`src/rtl/imem_loader.sv`:
```
// ---------------------------------------------------------------------------
// imem_loader
//   Boot-time program writer for the pipeline's instruction memory. It parses a
//   byte stream holding a 16-bit word count (low byte first) and then that many
//   little-endian 32-bit words. Each word is written to consecutive imem word
//   addresses starting at BASE_ADDR. The core is held in reset until the whole
//   image is written.
//
// Ports
//   clk        in   system clock, rising edge
//   rst        in   asynchronous active-low reset
//   start      in   1-cycle pulse that restarts a load (honoured in DONE/ERR only)
//   in_data    in   stream byte
//   in_valid   in   in_data valid
//   in_ready   out  loader can accept a byte
//   imem_we    out  imem write strobe, one cycle per word
//   imem_addr  out  byte address of the write (word aligned)
//   imem_wdata out  instruction word
//   cpu_rst_n  out  active-low core reset, released only in DONE
//   done       out  image fully loaded
//   error      out  frame rejected (oversized count or inter-byte timeout)
// ---------------------------------------------------------------------------
module imem_loader #(
    parameter int                    ADDR_WIDTH = 32,
    parameter logic [ADDR_WIDTH-1:0] BASE_ADDR  = '0,
    parameter int                    MAX_WORDS  = 1024,
    parameter int                    TIMEOUT    = 65535
) (
    input  logic                  clk,
    input  logic                  rst,
    input  logic                  start,
    input  logic [7:0]            in_data,
    input  logic                  in_valid,
    output logic                  in_ready,
    output logic                  imem_we,
    output logic [ADDR_WIDTH-1:0] imem_addr,
    output logic [31:0]           imem_wdata,
    output logic                  cpu_rst_n,
    output logic                  done,
    output logic                  error
);

    localparam int IDLE_W = $clog2(TIMEOUT + 1);

    typedef enum logic [2:0] {
        S_CNT_LO,
        S_CNT_HI,
        S_DATA,
        S_WRITE,
        S_DONE,
        S_ERR
    } state_t;

    state_t              state_reg;
    logic [7:0]          lo_reg;     // low byte of the word count
    logic [15:0]         count_reg;  // N, the number of words in the frame
    logic [15:0]         idx_reg;    // index of the word currently being assembled
    logic [1:0]          cnt_reg;    // byte lane of the next data byte
    logic [23:0]         word_reg;   // first three bytes of the current word
    logic [IDLE_W-1:0]   idle_reg;   // cycles since the last accepted byte

    logic        xfer;
    logic [15:0] count_in;
    logic        idle_expired;

    // Gated by rst so the host never sees a ready loader while it is held in reset.
    assign in_ready = rst & ((state_reg == S_CNT_LO) ||
                             (state_reg == S_CNT_HI) ||
                             (state_reg == S_DATA));
    assign xfer         = in_valid & in_ready;
    assign count_in     = {in_data, lo_reg};
    // The idle count reaches TIMEOUT on this edge if it is already at TIMEOUT-1.
    assign idle_expired = (idle_reg == IDLE_W'(TIMEOUT - 1));

    always_ff @(posedge clk or negedge rst) begin
        if (!rst) begin
            state_reg  <= S_CNT_LO;
            lo_reg     <= '0;
            count_reg  <= '0;
            idx_reg    <= '0;
            cnt_reg    <= '0;
            word_reg   <= '0;
            idle_reg   <= '0;
            imem_we    <= 1'b0;
            imem_addr  <= '0;
            imem_wdata <= '0;
            cpu_rst_n  <= 1'b0;
            done       <= 1'b0;
            error      <= 1'b0;
        end else begin
            imem_we <= 1'b0;
            case (state_reg)
                S_CNT_LO: begin
                    // Waiting for a frame to begin is unbounded: no idle counting.
                    if (xfer) begin
                        lo_reg    <= in_data;
                        idle_reg  <= '0;
                        state_reg <= S_CNT_HI;
                    end
                end

                S_CNT_HI: begin
                    if (xfer) begin
                        idle_reg  <= '0;
                        count_reg <= count_in;
                        idx_reg   <= '0;
                        cnt_reg   <= '0;
                        if (count_in == 16'd0) begin
                            state_reg <= S_DONE;
                            done      <= 1'b1;
                            cpu_rst_n <= 1'b1;
                        end else if (32'(count_in) > 32'(MAX_WORDS)) begin
                            state_reg <= S_ERR;
                            error     <= 1'b1;
                        end else begin
                            state_reg <= S_DATA;
                        end
                    end else if (idle_expired) begin
                        state_reg <= S_ERR;
                        error     <= 1'b1;
                    end else begin
                        idle_reg <= idle_reg + 1'b1;
                    end
                end

                S_DATA: begin
                    if (xfer) begin
                        idle_reg <= '0;
                        if (cnt_reg == 2'd3) begin
                            // Fourth byte completes the word; present it to imem next cycle.
                            imem_we    <= 1'b1;
                            imem_addr  <= BASE_ADDR + (ADDR_WIDTH'(idx_reg) << 2);
                            imem_wdata <= {in_data, word_reg};
                            cnt_reg    <= '0;
                            state_reg  <= S_WRITE;
                        end else begin
                            // Shift right: after three bytes the first one sits in lane 0.
                            word_reg <= {in_data, word_reg[23:8]};
                            cnt_reg  <= cnt_reg + 2'd1;
                        end
                    end else if (idle_expired) begin
                        state_reg <= S_ERR;
                        error     <= 1'b1;
                    end else begin
                        idle_reg <= idle_reg + 1'b1;
                    end
                end

                S_WRITE: begin
                    if ((17'(idx_reg) + 17'd1) == 17'(count_reg)) begin
                        state_reg <= S_DONE;
                        done      <= 1'b1;
                        cpu_rst_n <= 1'b1;
                    end else begin
                        idx_reg   <= idx_reg + 16'd1;
                        state_reg <= S_DATA;
                    end
                end

                S_DONE, S_ERR: begin
                    // imem_addr/imem_wdata keep the last write across a restart.
                    if (start) begin
                        state_reg <= S_CNT_LO;
                        idx_reg   <= '0;
                        cnt_reg   <= '0;
                        idle_reg  <= '0;
                        cpu_rst_n <= 1'b0;
                        done      <= 1'b0;
                        error     <= 1'b0;
                    end
                end

                default: begin
                    state_reg <= S_CNT_LO;
                end
            endcase
        end
    end

endmodule

```
`config.mk`:
```
export PLATFORM = sky130hd
export DESIGN_NAME = imem_loader
export DESIGN_NICKNAME = d
export VERILOG_FILES = /design/src/rtl/imem_loader.sv
export SDC_FILE = /design/constraint.sdc
export NUM_CORES = 1
export LEC_CHECK = 0
export ABC_AREA = 1
export CAP_MARGIN = 20
export CORE_MARGIN = 5
export CORE_UTILIZATION = 56
export CTS_CLUSTER_SIZE = 40
export DETAILED_ROUTE_END_ITERATION = 10
export GPL_TIMING_DRIVEN = 1
export PLACE_DENSITY = 0.91
export SYNTH_ARGS = -nofsm -noshare
export SYNTH_HDL_FRONTEND = slang
export SYNTH_SLANG_ARGS = --single-unit
export TNS_END_PERCENT = 100
```
`constraint.sdc`:
```
create_clock -name clk -period 2.3 [get_ports clk]
set_input_delay 0.345 -clock clk [delete_from_list [all_inputs] [get_ports clk]]
set_output_delay 0.345 -clock clk [all_outputs]
set_load 0.1 [all_outputs]
```
# Yosys cells after proc, flatten, opt, wreduce, memory -nomap -nowiden
# Cells that the tools add are included.
[word_totals]
register_bits = 136
latchBits = 0
mem_bits_rw = 0
romBits = 0
in_bits = 12
output_inout_bits = 69
word_cells = 95
n_memories = 0
[classes]
n_addsub = 4
multipliers = 0
div_mod_pow = 0
order_cmp = 1
n_eq_ne = 20
shift = 0
n_mux = 36
n_bitwise = 3
n_reduce_logical = 19
[ops]
columns = ["operator", "n"]
rows = [
  ["16-bit one-hot mux with 3 select lines", 2],
  ["16-bit 2-to-1 mux", 5],
  ["16-bit by 1-bit adder with 16-bit output (second input constant)", 2],
  ["3-bit 2-to-1 mux", 9],
  ["16-bit by 1-bit adder with 17-bit output (second input constant)", 1],
  ["17-bit by 16-bit equality test with 1-bit output", 1],
  ["16-bit equality test (second input constant)", 1],
  ["16-bit by 11-bit > comparator with 1-bit output (second input constant)", 1],
  ["16-bit zero test", 1],
  ["3-bit one-hot mux with 5 select lines", 1],
  ["2-bit inequality test (second input constant)", 7],
  ["1-bit 2-to-1 mux", 12],
  ["4-bit AND reduction", 3],
  ["5-bit AND reduction", 2],
  ["3-bit AND reduction", 3],
  ["3-bit nonzero test", 3],
  ["2-bit 2-to-1 mux", 4],
  ["3-bit by 2-bit equality test with 1-bit output (second input constant)", 2],
  ["3-bit equality test (second input constant)", 2],
  ["3-bit by 2-bit inequality test with 1-bit output (second input constant)", 2],
  ["3-bit inequality test (second input constant)", 2],
  ["1-bit one-hot mux with 3 select lines", 2],
  ["2-bit one-hot mux with 3 select lines", 1],
  ["2-bit AND reduction", 2],
  ["other kinds (9)", 12],
]

# Longest topological paths before layout
# Gate-level depths: netlist of run 1.
[depth]
depth_word = 7
depth_mapped = 16
ltp_nobuf = 16

# Least setup slack after synthesis of run 1
# Ideal clock, no wire load.
[synth_path]
path_kind = "reg2reg"
start = "register state_reg[2]"
end = "register idle_reg[6]"
setup_ns = 0.077
arrival_time_ns = 2.627
required_ns = 2.223
setup_slack_ns = -0.405
path_stages_with_launch = 14
path_buffers = 1
path_cell_list = "dfrtp_1 nor2_2 nand2_1 nand2_4 nor2_2 nor2_2 nand2_2 nand2_2 or2_4 nand2_4 inv_2 buf_6 nand2_1 a21oi_1"
[synth_between]
elab_chain_len = 7
word_cells_on_any_way = 18
cone_classes = "7 x eq/ne; 2 x mux; 2 x bitwise; 7 x reduce/logical"
[synth_rtl]
columns = ["item", "line", "rtl"]
rows = [
  ["start: declaration", "54", "state_t state_reg;"],
  ["start signal: assignment", "77", "state_reg <= S_CNT_LO;"],
  ["start signal: assignment", "98", "state_reg <= S_CNT_HI;"],
  ["start signal: assignment", "109", "state_reg <= S_DONE;"],
  ["3-bit by 1-bit equality test with 1-bit output / 3-bit zero test (equally long branches)", "68, 67", ""],
  ["1-bit logical OR", "67", "assign in_ready = rst & ((state_reg == S_CNT_LO) ||"],
  ["1-bit logical OR *", "68", "(state_reg == S_CNT_HI) ||"],
  ["1-bit bitwise AND *", "67", ""],
  ["net in_ready", "34", "output logic in_ready,"],
  ["1-bit bitwise AND *", "70", "assign xfer = in_valid & in_ready;"],
  ["3-bit inequality test (no source line), or another cell as far along", "--", ""],
  ["4-bit AND reduction (no source line) / 16-bit one-hot mux with 3 select lines (equally long branches)", "--", ""],
  ["end signal: assignment", "122", "idle_reg <= idle_reg + 1'b1;"],
  ["end signal: assignment", "145", "idle_reg <= idle_reg + 1'b1;"],
  ["end: declaration", "60", "logic [IDLE_W-1:0] idle_reg;"],
]
# The timed path passes the listed nets; every way through them passes the cells marked *.
# A chain may end at the register's enable or synchronous reset.

# Final worst setup path of run 1
[layout_path]
start = "register state_reg[2]"
end = "register idle_reg[3]"
[layout_between]
elab_chain_len = 7
word_cells_on_any_way = 18
cone_classes = "7 x eq/ne; 2 x mux; 2 x bitwise; 7 x reduce/logical"
[layout_rtl]
columns = ["item", "line"]
rows = [
  ["3-bit by 1-bit equality test with 1-bit output / 3-bit zero test (equally long branches)", "68, 92, 67"],
  ["1-bit logical OR", "67"],
  ["1-bit logical OR", "68"],
  ["1-bit bitwise AND", "67"],
  ["1-bit bitwise AND", "70"],
  ["3-bit inequality test (no source line), or another cell as far along", "--"],
  ["4-bit AND reduction (no source line) / 16-bit one-hot mux with 3 select lines (equally long branches)", "--"],
]
# Parallel ways exist; a longest one is shown, timed or not.

==> summary.md, run 1 <==
| Metric | Value |
|---|---|
| Tcrit/Tclk final | `0.9581` |
| Starting Density | `0.5776` |
| WL per Instance | `16.30 um` |
| Die width | `119.0 um` |
| TritonCTS Buffers | `17` |
| Vias post-DR | `5782` |
| Synth Area in XOR/XNOR | `0.01185` |
| Largest family of logic cells by synthesized area | `simple AND/OR/NAND/NOR gates` |
| Final min period | `2.204 ns` |
| Total chip power | `8585 uW` |
| Fill count | `834` |
| Lkg Pwr | `0.004021 uW` |
| Crit path max fanout | `15` |
| Post-DP HPWL | `11480 um` |
| Commonest cells in the netlist | `nand2_1 (202), dfrtp_1 (136), nor2_1 (92), inv_1 (89), a21oi_1 (52)` |
| Share of post-route cells with drive strength above 1 | `0.1746` |
| H-Tree Depth | `4` |
| DP Worst Slack | `0.02739 ns` |
| CTS Hold Bufs | `0` |
| Area Growth Syn to Fin | `20.49%` |
| Chip height | `119.0 um` |
| Status | `finished, violations left` |
| Relative slew margins | `0.5150` |
| Startpoint Class | `flop` |
| Req. time, crit path | `2.61 ns` |
| Synthesis-stage register bit count | `136` |
| Post-synth top area share | `0.5117` |
| Unrepaired setup endpoints after global routing | `yes` |
| Fin. Hold Viols | `5` |
| Residual DRC count | `0` |
| WHS | `-0.009737 ns` |
| Max reg flops | `32` |
| Post-DRT Antenna Nets | `0` |
| Post-synth top area cell | `dfrtp_1` |
| Failing checks | `hold timing` |
| Power per cell area | `1071 nW/um2` |
| Clock Sinks | `136` |
| Fin. max-slew vios | `0` |
| Ys Warns | `0` |
| Worst-Margin Slew | `0.7275 ns` |
| Core Box Area | `11520 um2` |
| Post-DR vias/cell | `5.517` |
| Routed WL | `17080 um` |
| Max cap viols | `0` |
| Synth Cell Area | `6651 um2` |
| First-pass GRT wire length | `27570 um` |
| Register area | `3406 um2` |
| Clk root buf | `clkbuf_16` |
| Clock transition at path regs | `0.06 ns` |
| Post-Synth Simple-Gate Area | `0.2513` |
| Final setup violating endpoints | `0` |
| Initial antenna violation count | `0` |
| Die ar. | `14160 um2` |
| Largest net degree at the start of global routing | `137` |
| Clock tree buffer depth | `2` |
| Vias in the first global route | `5576` |
| Total global routing overflow | `0` |
| Area occupied by multi-input gates | `2781 um2` |
| Initial DRC count | `683` |
| R2r endpoint | `idle_reg[3]$_DFFE_PN0P_` |
| Total global-route track usage | `0.2422` |
| Critical R2R Launch | `state_reg[2]$_DFFE_PN0P_` |
| Worst-Skew Late Latency | `0.42 ns` |
| Hold crit path type | `in2async` |
| Worst VDD drop | `1176 uV` |
| Ys async rst share | `1.000` |
| R2R depth | `11` |
| Worst Setup End Kind | `flop` |
| Worst path arrival time | `2.51 ns` |
| Number of port buffers | `64` |
| Synth top area cells | `dfrtp_1 (51%), nand2_1 (11%), nor2_1 (5.2%)` |
| Post-synth EDFFs | `0` |
| Sequential element share of the synthesized area | `0.5117` |
| Final GP Congestion | `0.9005` |
| Placement row count | `39` |
| Critical path type | `reg2reg` |
| Flop-to-flop setup slack | `0.1 ns` |
| Ys flop type | `dfrtp_1` |
| CTS tree | `built` |
| Drt first pass iters | `5` |
| Count leader, synth | `nand2_1` |
| Final WS setup | `0.09631 ns` |
| Mux contribution to synthesized area | `0.03555` |
| IO Count | `81` |
| Setup TNS Final | `0 ns` |
| Diode count | `0` |
| Post-synthesis compound-gate area fraction | `0.09029` |
| Distinct cell type count after synthesis | `38` |
| Setup Skew | `0.008414 ns` |
| Fmax | `453.8 MHz` |
| Syn avg cell area | `8.242 um2` |
| Final nets | `908` |
| Syn Inst Count | `807` |
| Post-Synth Adder-Cell Area | `0.007524` |
-- repair_timing --
action                     4_1_cts  5_1_grt
setup endpoints to repair        0       92
gates resized for setup          0       20
setup buffers                    0        4
-- area by class of cell --
| type | instances | share of cell area |
|---|---|---|
| tap | 143 | 0.02233 |
| multi-input combinational | 556 | 0.3471 |
| inverter | 93 | 0.04450 |
| clock inverter | 9 | 0.008899 |
| sequential | 136 | 0.4250 |
| timing repair buffer | 88 | 0.09383 |
| clock buffer | 23 | 0.05839 |
-- cells by family after synthesis --
kind of cell | Yosys count
buffers and inverters | 131
multiplexers | 21
flip-flops | 136
XOR/XNOR | 9
AO/OA/AOI/OAI | 116
adder cells (fa/ha/maj) | 4
other | 1
AND/OR/NAND/NOR | 389
-- power by group --
part | internal, uW | total [uW] | switching [uW]
clock network | 1440 | 2470 | 1030
logic | 891 | 2880 | 1990
registers | 2880 | 3240 | 359
-- routing by layer --
layer	track usage	wire (um)	up-vias	share of wire
met5	0	0	-	0
met3	0.05403	1104	59	0.065
met4	0.09558	561	0	0.033
li1	-	-	2733	-
met1	0.3088	6963	2749	0.41
met2	0.4037	8451	241	0.49
-- critical path, stage by stage, from the launching register on --
cell	delay, ns
dfrtp_1	0.45
nor2_4	0.17
inv_1	0.07
nor2_2	0.15
nor2_2	0.11
nor3_4	0.19
o21ai_0	0.16
nor2_1	0.24
nand2_4	0.18
inv_6	0.15
o21ai_0	0.10
o21a_1	0.11
-- stage by stage --
stage	instances	utilization	area (um2)
CTS	1043	0.6869	7910
detailed placement	1011	0.6400	7371
global placement	1011	0.6400	7371
global route	1048	0.6959	8014
floorplan	822	-	6729
finish	1048	0.6959	8014
-- cell usage in the layout (no fill, tap or decap), types with 3 or more instances in the layout --
| cell type | synthesis | routed |
|---|---|---|
| nand2_1 | 202 | 199 |
| dfrtp_1 | 136 | 134 |
| inv_1 | 89 | 89 |
| nor2_1 | 92 | 85 |
| buf_4 | 23 | 72 |
| a21oi_1 | 52 | 52 |
| o21ai_0 | 49 | 48 |
| nand3_1 | 47 | 46 |
| nand4_1 | 20 | 20 |
| clkbuf_16 | 0 | 17 |
| conb_1 | 1 | 16 |
| mux2_2 | 15 | 15 |
| clkdlybuf4s50_1 | 0 | 10 |
| nor2_2 | 7 | 9 |
| xor2_1 | 8 | 8 |
| o21ai_1 | 7 | 8 |
| nor2_4 | 1 | 6 |
| nand2_2 | 3 | 6 |
| nor3_1 | 6 | 6 |
| mux2_1 | 6 | 6 |
| clkinv_4 | 0 | 5 |
| buf_12 | 0 | 5 |
| nand2_4 | 3 | 4 |
| clkbuf_1 | 2 | 4 |
| ha_1 | 4 | 3 |
| clkinvlp_4 | 0 | 3 |
-- worst max path at each step --
stage                              from                  endpoint  slack (ns)  depth (start not counted)
3_3_place_gp                   in_valid  idle_reg[12]$_DFFE_PN0P_        0.13                         10
4_1_cts          idx_reg[0]$_DFFE_PN0P_   idx_reg[12]$_DFFE_PN0P_        0.01                         13
2_1_floorplan  state_reg[0]$_DFFE_PN0P_   idle_reg[6]$_DFFE_PN0P_      -0.001                         13
5_1_grt          idx_reg[4]$_DFFE_PN0P_   idx_reg[14]$_DFFE_PN0P_       -0.04                         14
3_5_place_dp                   in_valid  idle_reg[11]$_DFFE_PN0P_        0.03                          9
6_report       state_reg[2]$_DFFE_PN0P_   idle_reg[3]$_DFFE_PN0P_         0.1                         11
(Power assumes the default switching activity.)
==> inputs of run 2 (changes only) <==
SKIP_LAST_GASP = 1   (was not set)
==> summary.md, run 2 (synthesized netlist as in run 1, its figures left out) <==
| Metric | Value |
|---|---|
| Logic pwr share | `0.335` |
| Area Growth Syn to Fin | `20.41%` |
| Clock power frac | `0.287` |
| Clock Sinks | `136` |
| Core Box Area | `11520 um2` |
| Routed WL | `17130 um` |
| Post-Layout Cell Count | `1048` |
| H-Tree Depth | `4` |
| Relative slew margins | `0.5085` |
| Crit path max fanout | `8` |
| Design area | `8009 um2` |
| Post-DP HPWL | `11480 um` |
| Inst Count DP | `1011` |
| Setup Skew | `0.008969 ns` |
| CTS tree | `built` |
| Total chip power | `8577 uW` |
| Vias post-DR | `5803` |
| Largest net degree at the start of global routing | `137` |
| Initial DRC count | `660` |
| Switching Fraction | `0.3929` |
| Crit path from | `idx_reg[1]$_DFFE_PN0P_` |
| WHS | `-0.008365 ns` |
| R2R depth | `13` |
| Critical path type | `reg2reg` |
| Final setup violating endpoints | `0` |
| Worst VDD drop | `1177 uV` |
| TritonCTS Buffers | `17` |
| Die width | `119.0 um` |
| Power per cell area | `1071 nW/um2` |
| Switching power | `3370 uW` |
| Final nets | `908` |
| Unrepaired setup endpoints after global routing | `yes` |
| Hold crit path type | `in2async` |
| Fin. Hold Viols | `4` |
| Chip height | `119.0 um` |
| P_int | `5207 uW` |
| Number of port buffers | `64` |
| Post-DR vias/cell | `5.537` |
| Vias in the first global route | `5576` |
| Critical R2R Launch | `idx_reg[1]$_DFFE_PN0P_` |
| WL per Instance | `16.34 um` |
| Initial antenna violation count | `0` |
| Most common cell after layout, fill and taps aside | `nand2_1` |
| Residual DRC count | `0` |
| Diode count | `0` |
| Placed cell areas | `7371 um2` |
| Final WS setup | `0.06553 ns` |
| Final GP Congestion | `0.9005` |
| Final min period | `2.234 ns` |
| Starting Density | `0.5776` |
| Clock transition at path regs | `0.06 ns` |
| DP Worst Slack | `0.02739 ns` |
| Total global-route track usage | `0.2422` |
| Max reg flops | `32` |
| Req. time, crit path | `2.66 ns` |
| Placement row count | `39` |
| Tcrit/Tclk final | `0.9715` |
| Share of post-route cells with drive strength above 1 | `0.1724` |
| Worst path arrival time | `2.59 ns` |
| Failing checks | `hold timing` |
| Die ar. | `14160 um2` |
| Post-DRT Antenna Nets | `0` |
| Worst Setup End Kind | `flop` |
| Register share of total power | `0.378` |
| Clock tree buffer depth | `2` |
| Drt first pass iters | `5` |
| Fmax | `447.5 MHz` |
| Flop-to-flop setup slack | `0.07 ns` |
| Total global routing overflow | `0` |
| R2r endpoint | `idx_reg[12]$_DFFE_PN0P_` |
| Most frequent cells in the layout | `nand2_1 (199), dfrtp_1 (134), inv_1 (89)` |
| Status | `finished, violations left` |
| CTS Hold Bufs | `0` |
| IO Count | `81` |
| Lkg Pwr | `0.004021 uW` |
| Clk root buf | `clkbuf_16` |
| Worst-Margin Slew | `0.7373 ns` |
| Max cap viols | `0` |
| Fin. max-slew vios | `0` |
| Worst-Skew Late Latency | `0.42 ns` |
| Startpoint Class | `flop` |
| First-pass GRT wire length | `27570 um` |
-- run 2: cell count changes in the layout (fill, tap and decap cells not counted) --
cell,previous run,this run
nor2_1,85,87
nor2_2,9,7
-- run 2: worst max-delay path, stage by stage, from the launching register on --
cell and delay [ns]:
dfrtp_1 0.35, buf_4 0.16, nand2_1 0.08, nor2_1 0.22, nand2_1 0.17, o21ai_1 0.21, nand3_1 0.10, nand2_1 0.07
nand2_1 0.07, nor2_2 0.19, nand4_4 0.20, nand2_4 0.21, nand2_1 0.07, nand2_1 0.06
-- run 2: how the worst max path moves through the flow --
stage / to
2_1_floorplan: idle_reg[6]$_DFFE_PN0P_
3_3_place_gp: idle_reg[12]$_DFFE_PN0P_
3_5_place_dp: idle_reg[11]$_DFFE_PN0P_
4_1_cts: idx_reg[12]$_DFFE_PN0P_
5_1_grt: idx_reg[14]$_DFFE_PN0P_
6_report: idx_reg[12]$_DFFE_PN0P_
-- run 2: area by class of cell --
cell class                 instances  area (um2)
inverter                          93       356.6
sequential                       136        3406
fill                             833        3507
timing repair buffer              88       752.0
clock buffer                      23       467.9
clock inverter                     9       71.32
multi-input combinational        556        2776
tap                              143       178.9
-- run 2: repair_timing --
item,in CTS,in global routing
resized for setup,0,18
buffers inserted,0,4
hold endpoints to repair,0,0
setup endpoints to repair,0,92
-- run 2: metrics by stage --
| step | TNS [ns] | util |
|---|---|---|
| final | 0 | 0.6955 |
| after global routing | -0.2985 | 0.6955 |
| after CTS | 0 | 0.6869 |
| after detailed placement | 0 | 0.6400 |
| after global placement | 0 | 0.6400 |
| after floorplan | -0.001281 | - |
-- run 2: power groups by stage --
stage          registers, uW  logic, uW  clock network, uW
6_report                3240       2870               2470
3_3_place_gp            3210       2530                  0
4_1_cts                 3220       2650               2480
5_1_grt                 3290       3150               2590
3_5_place_dp            3240       2610                  0
2_1_floorplan           3300       1900                  0
-- run 2: routing by layer --
metal,GRT usage,wire (um),up-vias
met1,0.3088,6959,2773
met4,0.09558,631,0
met2,0.4037,8363,240
li1,-,-,2730
met3,0.05403,1174,60
met5,0,0,-
==> inputs of run 3 (changes only) <==
SKIP_CTS_REPAIR_TIMING = 1   (was not set)
==> results of run 3 <==
Same layout as run 2: the final DEF is identical, and so are final timing and power.
